## src/rtl/clock_time_set_ctrl.sv

```systemverilog
// Purpose: run/set controller for a six-digit BCD hh:mm:ss counter chain, with a mode/inc button editor.
// Latency: count_en is 1 clk after tick_1hz; button edges act 2 clks after the level rises.
// Backpressure: none; ticks and button edges are consumed or dropped in the cycle they arrive.
//
// Ports:
//   clock      system clock, all logic on posedge
//   reset_n    synchronous active-low reset
//   tick_1hz   one-cycle pulse per second
//   btn_mode   debounced mode button level
//   btn_inc    debounced increment button level
//   cur_time   live counter digits {Ht,Ho,Mt,Mo,St,So}
//   count_en   counter chain enable (1 = count, 0 = parallel load)
//   load_time  parallel-load value, same packing as cur_time
//   field_sel  0 none, 1 hours, 2 minutes, 3 seconds
module clock_time_set_ctrl #(
    parameter bit H24       = 1'b1,
    parameter int TIMEOUT_S = 30
) (
    input  logic        clock,
    input  logic        reset_n,
    input  logic        tick_1hz,
    input  logic        btn_mode,
    input  logic        btn_inc,
    input  logic [23:0] cur_time,
    output logic        count_en,
    output logic [23:0] load_time,
    output logic [1:0]  field_sel
);

    typedef enum logic [1:0] {
        RUN   = 2'd0,
        SET_H = 2'd1,
        SET_M = 2'd2,
        SET_S = 2'd3
    } state_t;

    localparam logic [7:0] TIMEOUT_LIM = 8'(TIMEOUT_S);

    state_t      state;
    logic [23:0] edit;
    logic [7:0]  idle_cnt;
    logic        mode_q, mode_prev;
    logic        inc_q, inc_prev;
    logic        mode_p, inc_p;

    // Two-stage history: the edge appears one cycle after the level rises.
    // Both stages reset high so a button held through reset never fires.
    assign mode_p = mode_q & ~mode_prev;
    assign inc_p  = inc_q  & ~inc_prev;

    // Outside RUN the counters keep reloading the edit value, so leaving
    // SET (by button or timeout) resumes from the edited time.
    assign load_time = (state == RUN) ? cur_time : edit;
    assign field_sel = state;

    // Minutes/seconds: 00..59, anything invalid wraps to 00.
    function automatic logic [7:0] inc_ms(input logic [7:0] v);
        logic [7:0] r;
        if (v[7:4] > 4'd5 || v[3:0] > 4'd9 || v == 8'h59)
            r = 8'h00;
        else if (v[3:0] == 4'd9)
            r = {v[7:4] + 4'd1, 4'd0};
        else
            r = {v[7:4], v[3:0] + 4'd1};
        return r;
    endfunction

    // Hours: 00..23 in 24 h mode, 01..12 in 12 h mode; invalid wraps to the minimum.
    function automatic logic [7:0] inc_hr(input logic [7:0] v);
        logic [7:0] r;
        logic       bad;
        if (H24) begin
            bad = v[7:4] > 4'd2 || v[3:0] > 4'd9 || (v[7:4] == 4'd2 && v[3:0] > 4'd3);
            if (bad || v == 8'h23)
                r = 8'h00;
            else if (v[3:0] == 4'd9)
                r = {v[7:4] + 4'd1, 4'd0};
            else
                r = {v[7:4], v[3:0] + 4'd1};
        end else begin
            bad = v[7:4] > 4'd1 || v[3:0] > 4'd9 || v == 8'h00 ||
                  (v[7:4] == 4'd1 && v[3:0] > 4'd2);
            if (bad || v == 8'h12)
                r = 8'h01;
            else if (v[3:0] == 4'd9)
                r = {v[7:4] + 4'd1, 4'd0};
            else
                r = {v[7:4], v[3:0] + 4'd1};
        end
        return r;
    endfunction

    always_ff @(posedge clock) begin
        if (!reset_n) begin
            state     <= RUN;
            count_en  <= 1'b0;
            edit      <= 24'h0;
            idle_cnt  <= 8'd0;
            mode_q    <= 1'b1;
            mode_prev <= 1'b1;
            inc_q     <= 1'b1;
            inc_prev  <= 1'b1;
        end else begin
            mode_q    <= btn_mode;
            mode_prev <= mode_q;
            inc_q     <= btn_inc;
            inc_prev  <= inc_q;

            // A mode edge in RUN swallows a coincident tick, so the time
            // captured into edit is exactly what stays frozen.
            count_en <= tick_1hz && (state == RUN) && !mode_p;

            case (state)
                RUN: begin
                    idle_cnt <= 8'd0;
                    if (mode_p) begin
                        state <= SET_H;
                        edit  <= cur_time;
                    end
                end
                default: begin
                    if (idle_cnt == TIMEOUT_LIM) begin
                        state    <= RUN;
                        idle_cnt <= 8'd0;
                    end else if (mode_p) begin
                        // Mode wins over a coincident inc edge.
                        idle_cnt <= 8'd0;
                        case (state)
                            SET_H:   state <= SET_M;
                            SET_M:   state <= SET_S;
                            default: state <= RUN;
                        endcase
                    end else if (inc_p) begin
                        idle_cnt <= 8'd0;
                        case (state)
                            SET_H:   edit[23:16] <= inc_hr(edit[23:16]);
                            SET_M:   edit[15:8]  <= inc_ms(edit[15:8]);
                            default: edit[7:0]   <= inc_ms(edit[7:0]);
                        endcase
                    end else if (tick_1hz && idle_cnt < TIMEOUT_LIM) begin
                        idle_cnt <= idle_cnt + 8'd1;
                    end
                end
            endcase
        end
    end

endmodule

```

## config.mk

```make
export PLATFORM = sky130hd
export DESIGN_NAME = clock_time_set_ctrl
export DESIGN_NICKNAME = d
export VERILOG_FILES = /design/src/rtl/clock_time_set_ctrl.sv
export SDC_FILE = /design/constraint.sdc
export NUM_CORES = 1
export LEC_CHECK = 0
export ABC_AREA = 1
export BUFFER_PORTS_ARGS = -buffer_cell sky130_fd_sc_hd__buf_2
export CAP_MARGIN = 10
export CORE_ASPECT_RATIO = 0.5
export CORE_MARGIN = 5
export CORE_UTILIZATION = 50
export CTS_CLUSTER_SIZE = 10
export DETAILED_ROUTE_END_ITERATION = 16
export PLACE_DENSITY = 0.76
export SETUP_SLACK_MARGIN = 0.05
export SLEW_MARGIN = 5
export SYNTH_ARGS = -nofsm -noshare
export SYNTH_HDL_FRONTEND = slang
export SYNTH_SLANG_ARGS = --single-unit
export TNS_END_PERCENT = 100
```

## constraint.sdc

```tcl
create_clock -name clock -period 1.73 [get_ports clock]
set_input_delay 0.519 -clock clock [delete_from_list [all_inputs] [get_ports clock]]
set_output_delay 0.519 -clock clock [all_outputs]
set_load 0.01 [all_outputs]
```

==> flow_summary_export.csv <==
group,metric,value,unit
clock_tree,worst_skew_pair.late_latency,300,ps
sta,hold_violations,0,
sta,setup_viol,42,
grt,grt_pass1_vias,2564,
floorplanning,ios,56,
logic_synthesis,synthTopCellsByCount,"nand2_1 (112), nor2_1 (79), inv_1 (54)",
worst_setup_path,path_cells,"inv_2 -> ha_4 -> buf_12 -> nand2_1 -> o21ai_1 -> buf_2",
min_path,min_path_cells,2,
sta,max_freq,507.9,MHz
drt,antenna_left,0,
logic_synthesis,yosysWarnings,0,
floorplanning,start_util,51.41,%
drt,drc,0,
drt,first_pass_iters,5,
flow_run,max_cap_violations,0,
sta,period_share,113.8,%
drt,wl,7.695,mm
worst_setup_path,cp_slowest_stage_delay,330,ps
grt,track_usage,18.55,%
worst_setup_path,worst_ep_required_time,1210,ps
sta,drv_slew,0,
floorplanning,die_h,62.91,um
status,violations,"negative setup slack",
logic_synthesis,synth_cells,445,
status,outcome,"finished, violations left",
drt,drt_iter0_drc,305,
drt,vias,3065,
placement,port_buffers,55,
drt,wl_per_cell,12.80,um
logic_synthesis,synthesis.nets,488,
min_path,min_to,"mode_q",
pwr,power.density,551.5,nW/um^2
floorplanning,die_w,115.8,um
logic_synthesis,synth_top_cell_area_share,27.89,%
worst_setup_path,reg2reg_to,"edit[11]",
logic_synthesis,ys_seq_area_share,27.89,%
sta,setup_slack,-238.8,ps
sta,rsz0062_at_grt,"yes",
logic_synthesis,synth_area,2799,um^2
clock_tree,cts.sinks,39,
placement,dpl.hpwl,5.010,mm
grt,grt_pass1_wl,11.14,mm
worst_setup_path,cp_slowest_cell,"dfxtp_2",
sta,skew,9.533,ps
logic_synthesis,netlist.top_cell.by_area,"dfxtp_1",
floorplanning,core.rowCount,19,
worst_setup_path,startpoint_type,"flop",
layout,drive_above_1_share,36.55,%
layout,insertedDiodeCount,0,
pwr,p_leak,1.742,nW
sta,fin_hold_ws,407.9,ps
logic_synthesis,netlist_top_cells_area,"dfxtp_1 (28%), nand2_1 (15%), nor2_1 (11%), o21ai_0 (8.2%), inv_1 (7.2%)",
floorplanning,core_area,5444,um^2
worst_setup_path,critPathCaptureType,"primary output",
logic_synthesis,synth_edf_count,0,
clock_tree,clk_pin_slew,80,ps
grt,grt_max_degree,25,
clock_tree,cts_htree_levels,2,
sta,worst_pin_slew,388.2,ps
logic_synthesis,yosysMostFrequentCell,"nand2_1",
clock_tree,hold_buffers,0,
layout,area_growth,36.12,%
placement,pre_cts_ws,34.13,ps
worst_setup_path,crit_type,"reg -> out",
floorplanning,dieArea,7285,um^2
min_path,hp-class,"in -> reg",
clock_tree,cts_buffer_depth,2,
logic_synthesis,ys.flop_type,"dfxtp_1",
worst_setup_path,cp_max_fo,11,
grt,grt_overflow,0,
grt,grt_antenna_before_repair,0,
logic_synthesis,async_flop_share,0,%
worst_setup_path,reg2reg_slack,-100,ps
worst_setup_path,r2r-start,"field_sel[1]",
pwr,ir_worst_vdd,0.3327,mV
min_path,min_from,"btn_mode",
sta,period_minus_slack,1969,ps
layout,final_net_count,570,
sta,slew-limit-headroom,74.03,%
clock_tree,cts_tree,"done",
clock_tree,root_buffer,"clkbuf_8",
logic_synthesis,avgSynthCellArea,6.290,um^2
logic_synthesis,yosys_register_bits,39,
logic_synthesis,synthDistinctLibCells,29,
placement,gp_congestion,0.9143,
worst_setup_path,worstPathArrival,1450,ps
drt,routed_via_density,5.100,
clock_tree,numCtsBuffers,5,
worst_setup_path,rr_worst_depth,12,
-- logic make-up (layout without fill, tap and decap cells) --
kind of cell | Yosys count | count (layout) | share of synthesized area, %
adders and majority gates | 14 | 14 | 6.258
buffers and inverters | 67 | 150 | 9.477
DFF | 39 | 39 | 27.89
AOI/OAI and AO/OA | 65 | 65 | 11.80
and+or+nand+nor | 256 | 256 | 43.32
xor gates and xnor gates | 4 | 4 | 1.252
-- state kept, by name (all words and copies together), names as in the netlist --
| register | count |
|---|---|
| edit | 24 |
| idle_cnt | 8 |
| field_sel | 2 |
| inc_prev | 1 |
| mode_q | 1 |
| count_en | 1 |
| mode_prev | 1 |
| inc_q | 1 |
-- worst max path at each step --
stage | from | cells after the start | end
after floorplan | field_sel[0] | 5 | load_time[0]
after global placement | edit[13] | 12 | edit[14]
after detailed placement | edit[13] | 12 | edit[14]
after CTS | field_sel[0] | 6 | load_time[11]
after global routing | field_sel[1] | 6 | load_time[0]
final | field_sel[1] | 6 | load_time[0]
-- worst max-delay path, delay by kind of cell, from the launching register on --
family / cells / cell delay, ps
AOI/OAI and AO/OA: 1 / 110
adders and majority gates: 1 / 230
buffers and inverters: 3 / 420
DFF: 1 / 330
and+or+nand+nor: 1 / 60
-- timing repair --
action / 4_1_cts / 5_1_grt
cloned: 1 / 1
gates resized for setup: 13 / 64
buffers inserted: 5 / 7
setup endpoints to repair: 26 / 56
pin swaps: 6 / 35
-- routing by layer --
layer / global-route usage, % / wire length (um) / vias up
met5: 0 / 0 / -
met4: 5.210 / 163 / 0
met3: 3.772 / 414 / 16
met2: 29.80 / 3582 / 88
met1: 25.12 / 3535 / 1397
li1: - / - / 1564
-- final cells by class --
cell class / instances / area, um^2
Multi-Input combinational cell: 339 / 2002
Fill cell: 447 / 1634
Sequential cell: 39 / 785.8
Timing Repair Buffer: 84 / 588.1
Inverter: 58 / 230.2
Tap cell: 73 / 91.34
Clock buffer: 5 / 68.82
Clock inverter: 3 / 43.79
-- per-stage QoR --
step                TNS, ps  cells  util, %  instance area, um^2  total power [mW]
finish                -4691    601    69.98                 3810             2.101
global route          -8489    601    69.98                 3810             2.196
CTS                   -4699    594    65.66                 3575             2.077
detailed placement        0    580    61.32                 3338             1.269
global placement          0    580    61.32                 3338             1.267
floorplan                 0    445        -                 2890             1.150
-- report_power, final --
| group | switching [mW] | internal (mW) |
|---|---|---|
| clock | 0.347 | 0.430 |
| combinational | 0.232 | 0.177 |
| sequential | 0.00752 | 0.908 |
| total | 0.586 | 1.52 |
-- layout by cell type (no fill, tap or decap), types with 6 or more instances in the layout --
cell	instances
nand3_1	13
nor2_4	9
a21oi_1	12
nand2_1	95
nand4_1	6
o21ai_0	16
o21ai_1	12
nor2_1	72
buf_6	10
buf_2	54
inv_2	6
ha_1	13
nand2_4	9
nand2_2	22
dfxtp_1	35
o21ai_2	16
buf_4	16
inv_1	50
nor2_2	8
nand3_2	9
Power figures use the tool's default switching activity.
